**config.mk**
```make
export PLATFORM = sky130hd
export DESIGN_NAME = mfp_mac_seq_ctrl
export DESIGN_NICKNAME = d
export VERILOG_FILES = /design/src/rtl/mfp_mac_seq_ctrl.sv
export SDC_FILE = /design/constraint.sdc
export NUM_CORES = 1
export LEC_CHECK = 0
export ABC_AREA = 1
export CORE_MARGIN = 3
export CORE_UTILIZATION = 53
export DETAILED_ROUTE_END_ITERATION = 7
export GPL_TIMING_DRIVEN = 0
export HOLD_SLACK_MARGIN = 0.06
export MAX_ROUTING_LAYER = met4
export PLACE_DENSITY = 0.86
export REMOVE_ABC_BUFFERS = 1
export SLEW_MARGIN = 20
export SYNTH_ARGS = -nofsm -noshare
export SYNTH_HDL_FRONTEND = slang
export SYNTH_SLANG_ARGS = --single-unit
```
**constraint.sdc**
```tcl
create_clock -name clk -period 5.2 [get_ports clk]
set_input_delay 1.56 -clock clk [delete_from_list [all_inputs] [get_ports clk]]
set_output_delay 1.56 -clock clk [all_outputs]
set_load 0.02 [all_outputs]
```
**src/rtl/mfp_mac_seq_ctrl.sv**
```systemverilog
// Sequencer for the time-multiplexed MAC: serialises one vector a tap per cycle,
// clears the accumulator on tap 0, waits out pipeline latency and returns the result.
module mfp_mac_seq_ctrl #(
    parameter int In1W     = 8,
    parameter int ArrL     = 16,
    parameter int AccW     = 15,
    parameter int COEF_LAT = 0,
    parameter int MAC_LAT  = 0,
    localparam int CoefAW  = (ArrL > 1) ? $clog2(ArrL) : 1
) (
    input  logic                   clk,
    input  logic                   rst,
    input  logic                   in_valid,
    output logic                   in_ready,
    input  logic [In1W*ArrL-1:0]   in_data,
    output logic [CoefAW-1:0]      coef_addr,
    output logic [In1W-1:0]        mac_in1,
    output logic                   mac_aclr,
    input  logic [AccW-1:0]        mac_acc,
    output logic                   out_valid,
    input  logic                   out_ready,
    output logic [AccW-1:0]        out_data,
    output logic                   busy
);

    localparam int D   = COEF_LAT + MAC_LAT + 1;
    localparam int DrW = $clog2(D + 1);
    localparam logic [CoefAW-1:0] LastTap   = CoefAW'(ArrL - 1);
    localparam logic [DrW-1:0]    LastDrain = DrW'(D - 1);

    typedef enum logic [1:0] {IDLE, RUN, DRAIN, DONE} state_t;

    state_t                 state;
    state_t                 state_nxt;
    logic [CoefAW-1:0]      tap_cnt;
    logic [DrW-1:0]         drain_cnt;
    logic [In1W*ArrL-1:0]   vec_reg;
    logic [In1W-1:0]        smp_p0;
    logic                   aclr_p0;

    always_ff @(posedge clk) begin
        if (rst) begin
            state     <= IDLE;
            tap_cnt   <= '0;
            drain_cnt <= '0;
            vec_reg   <= '0;
            out_data  <= '0;
        end else begin
            state <= state_nxt;
            if (state == IDLE && in_valid) begin
                vec_reg <= in_data;
            end
            if (state == RUN) begin
                tap_cnt <= (tap_cnt == LastTap) ? '0 : tap_cnt + CoefAW'(1);
            end
            if (state == DRAIN) begin
                drain_cnt <= (drain_cnt == LastDrain) ? '0 : drain_cnt + DrW'(1);
                // Accumulator has absorbed the last tap by the final drain cycle
                if (drain_cnt == LastDrain) begin
                    out_data <= mac_acc;
                end
            end
        end
    end

    always_comb begin
        state_nxt = state;
        case (state)
            IDLE:    if (in_valid)                state_nxt = RUN;
            RUN:     if (tap_cnt == LastTap)      state_nxt = DRAIN;
            DRAIN:   if (drain_cnt == LastDrain)  state_nxt = DONE;
            DONE:    if (out_ready)               state_nxt = IDLE;
            default:                              state_nxt = IDLE;
        endcase
    end

    always_comb begin
        in_ready  = (state == IDLE) && !rst;
        busy      = (state != IDLE);
        out_valid = (state == DONE);
        coef_addr = '0;
        aclr_p0   = 1'b0;
        smp_p0    = '0;
        if (state == RUN) begin
            coef_addr = tap_cnt;
            aclr_p0   = (tap_cnt == '0);
            for (int k = 0; k < ArrL; k++) begin
                if (tap_cnt == CoefAW'(k)) begin
                    smp_p0 = vec_reg[In1W*k +: In1W];
                end
            end
        end
    end

    // ---- align sample/aclr with coefficient read latency ----
    generate
        if (COEF_LAT == 0) begin : g_no_align
            assign mac_in1  = smp_p0;
            assign mac_aclr = aclr_p0;
        end else begin : g_align
            logic [In1W-1:0]     smp_pipe  [COEF_LAT];
            logic [COEF_LAT-1:0] aclr_pipe;

            always_ff @(posedge clk) begin
                if (rst) begin
                    for (int i = 0; i < COEF_LAT; i++) begin
                        smp_pipe[i]  <= '0;
                        aclr_pipe[i] <= 1'b0;
                    end
                end else begin
                    smp_pipe[0]  <= smp_p0;
                    aclr_pipe[0] <= aclr_p0;
                    for (int i = 1; i < COEF_LAT; i++) begin
                        smp_pipe[i]  <= smp_pipe[i-1];
                        aclr_pipe[i] <= aclr_pipe[i-1];
                    end
                end
            end

            assign mac_in1  = smp_pipe[COEF_LAT-1];
            assign mac_aclr = aclr_pipe[COEF_LAT-1];
        end
    endgenerate

endmodule

```
==> results of run 1 <==
==> cells by family (layout without fill, tap and decap cells) <==
logic type               Yosys count  count (layout)  synth area share, %
AND/OR/NAND/NOR                  526             527                31.79
AO/OA/AOI/OAI                    194             194                15.33
flip-flops                       149             149                44.03
buffers and inverters            115             265                7.056
adder cells (fa/ha/maj)            9               9                1.662
XOR/XNOR                           1               1               0.1293
==> cell type report <==
type                            instances  area [sq um]  area share, %
Timing Repair Buffer                  183          1888          20.38
Tap cell                              168         210.2          2.269
Clock inverter                          9         151.4          1.634
Multi-Input combinational cell        731          3359          36.26
Clock buffer                           21         470.5          5.078
Inverter                               52         201.4          2.174
Sequential cell                       149          2983          32.20
==> cell usage after synthesis, types with 4 or more instances <==
cell and count:
nor2_1 42, a21oi_2 8, nand4_1 9, nor3_1 4, nand2_1 390, nand3b_1 5
a211oi_1 13, inv_1 49, o21ai_0 10, clkbuf_1 41, ha_1 9, a21oi_1 161
or2_2 11, buf_2 4, buf_1 11, dfxtp_1 149, buf_6 4, nand3_1 54
==> per-stage QoR <==
stage          setup WS, ns  total power, mW  std cells  cell area (sq um)
6_report             0.2367            4.186       1313               9264
5_1_grt             0.02620            4.425       1313               9264
4_1_cts             0.04224            4.173       1310               9211
3_5_place_dp         0.4549            2.878       1280               8579
3_3_place_gp         -4.812            2.843       1276               8473
2_1_floorplan        -1.139            2.339        931               6491
==> report_power, final <==
group	leakage, nW	internal (mW)	switching [mW]
registers	1.22	1.35	0.109
logic	2.12	0.547	0.889
clock network	0.305	0.834	0.457
==> worst min-delay path: stages (launching register included) <==
cell	delay, ns
dfxtp_1	0.30
nand2_1	0.06
a21oi_1	0.05
==> layer usage <==
| layer | GRT usage, % | vias to the layer above |
|---|---|---|
| met1 | 33.59 | 3114 |
| met5 | - | - |
| met2 | 43.16 | 253 |
| met3 | 5.461 | 38 |
| met4 | 9.920 | 0 |
| li1 | - | 3475 |
==> path summary, 6_finish.rpt <==
kind | to | from | slack [ns]
worst max-delay path | mac_in1[4] | tap_cnt[1] | 0.24
worst max register to register | state[0] | tap_cnt[2] | 2.80
worst min-delay path | vec_reg[94] | vec_reg[94] | 0.46
worst min register to register | vec_reg[94] | vec_reg[94] | 0.46
==> repair_timing <==
item                                    CTS  global route
buffers inserted                          0             2
hold endpoints to repair                  0             0
endpoints found under the setup margin    1             8
gates resized for setup                   2             9
pin swaps                                 0             1
gates cloned                              0             1
==> metrics.md, run 1 <==
| Metric | Value |
|---|---|
| Most frequent cells in the layout | `389 x nand2_1, 174 x clkdlybuf4s50_1, 161 x a21oi_1` |
| Final worst path period need | `roughly 5 ns` |
| Hold WS | `about 0.46 ns` |
| TritonCTS clock tree | `yes` |
| Unique masters post-synth | `28` |
| Routed len/inst | `around 14 microns` |
| Routed vias | `around 6900` |
| Status | `finished, final reports clean` |
| Ant diodes | `0` |
| Cts hold-fix bufs | `0` |
| Final Wtd Congestion | `between 0.8 and 0.9` |
| Synth Register Bits | `149` |
| Crit path required time | `between 3 and 4 ns` |
| GR Overflow Total | `0` |
| RSZ-0062 raised after global routing | `no` |
| Gate Count Post-Synth | `just under 1000` |
| IO Pins | `around 180` |
| Crit path cell chain | `inv_1 > ha_2 > clkinvlp_4 > buf_4 > nor2_4 > nand2_1 > nand3_1 > nand3_1 > nand3_1 > nand2_1 > nand3_1 > nand3_1 > nand3_1 > nand2_1 > a21oi_2 > clkdlybuf4s50_1` |
| Worst IR Drop VDD | `~0.24 mV` |
| First-pass iteration count of the detailed router | `7` |
| Die area | `about 0.014 sq mm` |
| Antenna-violating nets left | `0` |
| Synthesis warning total | `0` |
| Setup violators final | `0` |
| Largest cells by area after synthesis | `dfxtp_1 44%, nand2_1 22%, a21oi_1 12%, nand3_1 4.0%, inv_1 2.7%` |
| Starting DRT DRC Count | `700` |
| Max-Cap Viols | `0` |
| H-tree depth | `4` |
| Fill cells | `just over 900` |
| Post-DP HPWL | `between 10 and 15 mm` |
| Clock Sink Count | `~150` |
| PwrDens | `around 450 mW/mm^2` |
| Final Slew Violations | `0` |
| Input/output buffers | `177` |
| # DRC | `0` |
| Cell taking the most area after synthesis | `dfxtp_1` |
| Top layer in use | `met4` |
| Largest net degree at the start of global routing | `83` |
| Worst path most repeated cell | `nand3_1` |
| CP Data Arrival Time | `roughly 3.4 ns` |
| Die height | `around 120 microns` |
| Fmax | `about 200 MHz` |
| Ys flop type | `dfxtp_1` |
| Post-Syn Area | `between 0.006 and 0.007 sq mm` |
| Final net count | `1290` |
| Number of global-route vias before repair | `approximately 6500` |
| Fin crit share | `a little over nine tenths` |
| Area grow syn2layout | `36.76%` |
| CP delay by family, top | `simple AND/OR/NAND/NOR gates` |
| Setup CP Type | `reg -> out` |
| Top-area cell type share of the netlist area | `between 40% and 50%` |
| Max FFs per register | `128` |
| Post-synth EDFFs | `0` |
| Die width | `119.1 microns` |
| Core area | `0.01226 sq mm` |
| Met2 wire length | `~9.3 mm` |
| Root Driver | `clkbuf_16` |
| Worst-margin pin slew | `between 1 and 1.5 ns` |
| Leakage | `between 3 and 4 nW` |
| Setup Skew | `between 0.008 and 0.009 ns` |
| Sequential cell area fraction in the yosys report | `44.03%` |
| Worst-skew pair later-pin latency | `0.42 ns` |
| Reg2reg path depth | `9` |
| Final Hold Vio Count | `0` |
| Most common cell after layout, fill and taps aside | `nand2_1` |
| All-layer global routing usage | `roughly 27%` |
| Final Util | `about three quarters` |
| Initial core utilization | `a little under three fifths` |
| Clk slew on worst S/H paths | `approximately 0.060 ns` |
| Final TNS setup | `0 ns` |
| Met1 Wirelength | `approximately 8.0 mm` |
| Met3 WL | `approximately 1.2 mm` |
| Highest-delay cell along the critical path | `clkdlybuf4s50_1` |
| Via/cell ratio | `between 5 and 6` |
| Clock buffer depth | `2` |
| Share of cells above drive strength 1 | `around 6.5%` |
| Slew headroom | `27.78%` |
| Synthesized area per cell | `around 6.8 sq um` |
| Crit path max fanout | `16` |
| Hold WC Path Type | `reg -> reg` |
| Initial antenna violation count | `0` |
| WHS Path Cells | `2` |
| Worst stage delay on the critical path | `about 0.64 ns` |
| Crit path launch type | `flip-flop` |
| First-pass GRT wire length | `~31 mm` |
| Async SR Flop Fraction | `0%` |
| CTS Buf Count | `17` |
| CP endpoint kind | `primary output` |
| Row Count | `40` |
| DRT Wirelength | `between 15 and 20 mm` |
| Buf/Inv on CP | `4` |
| Worst path depth | `16` |
Note: power is estimated with default switching activity, not from simulation.
==> run 2: changes to the inputs <==
--- a/config.mk
+++ b/config.mk
@@ -9,6 +9,7 @@
 export CORE_MARGIN = 3
 export CORE_UTILIZATION = 53
 export DETAILED_ROUTE_END_ITERATION = 7
+export GPL_ROUTABILITY_DRIVEN = 1
 export GPL_TIMING_DRIVEN = 0
 export HOLD_SLACK_MARGIN = 0.06
 export MAX_ROUTING_LAYER = met4
==> results of run 2 <==
The final DEF is identical to that of run 1; final timing and power are the same.
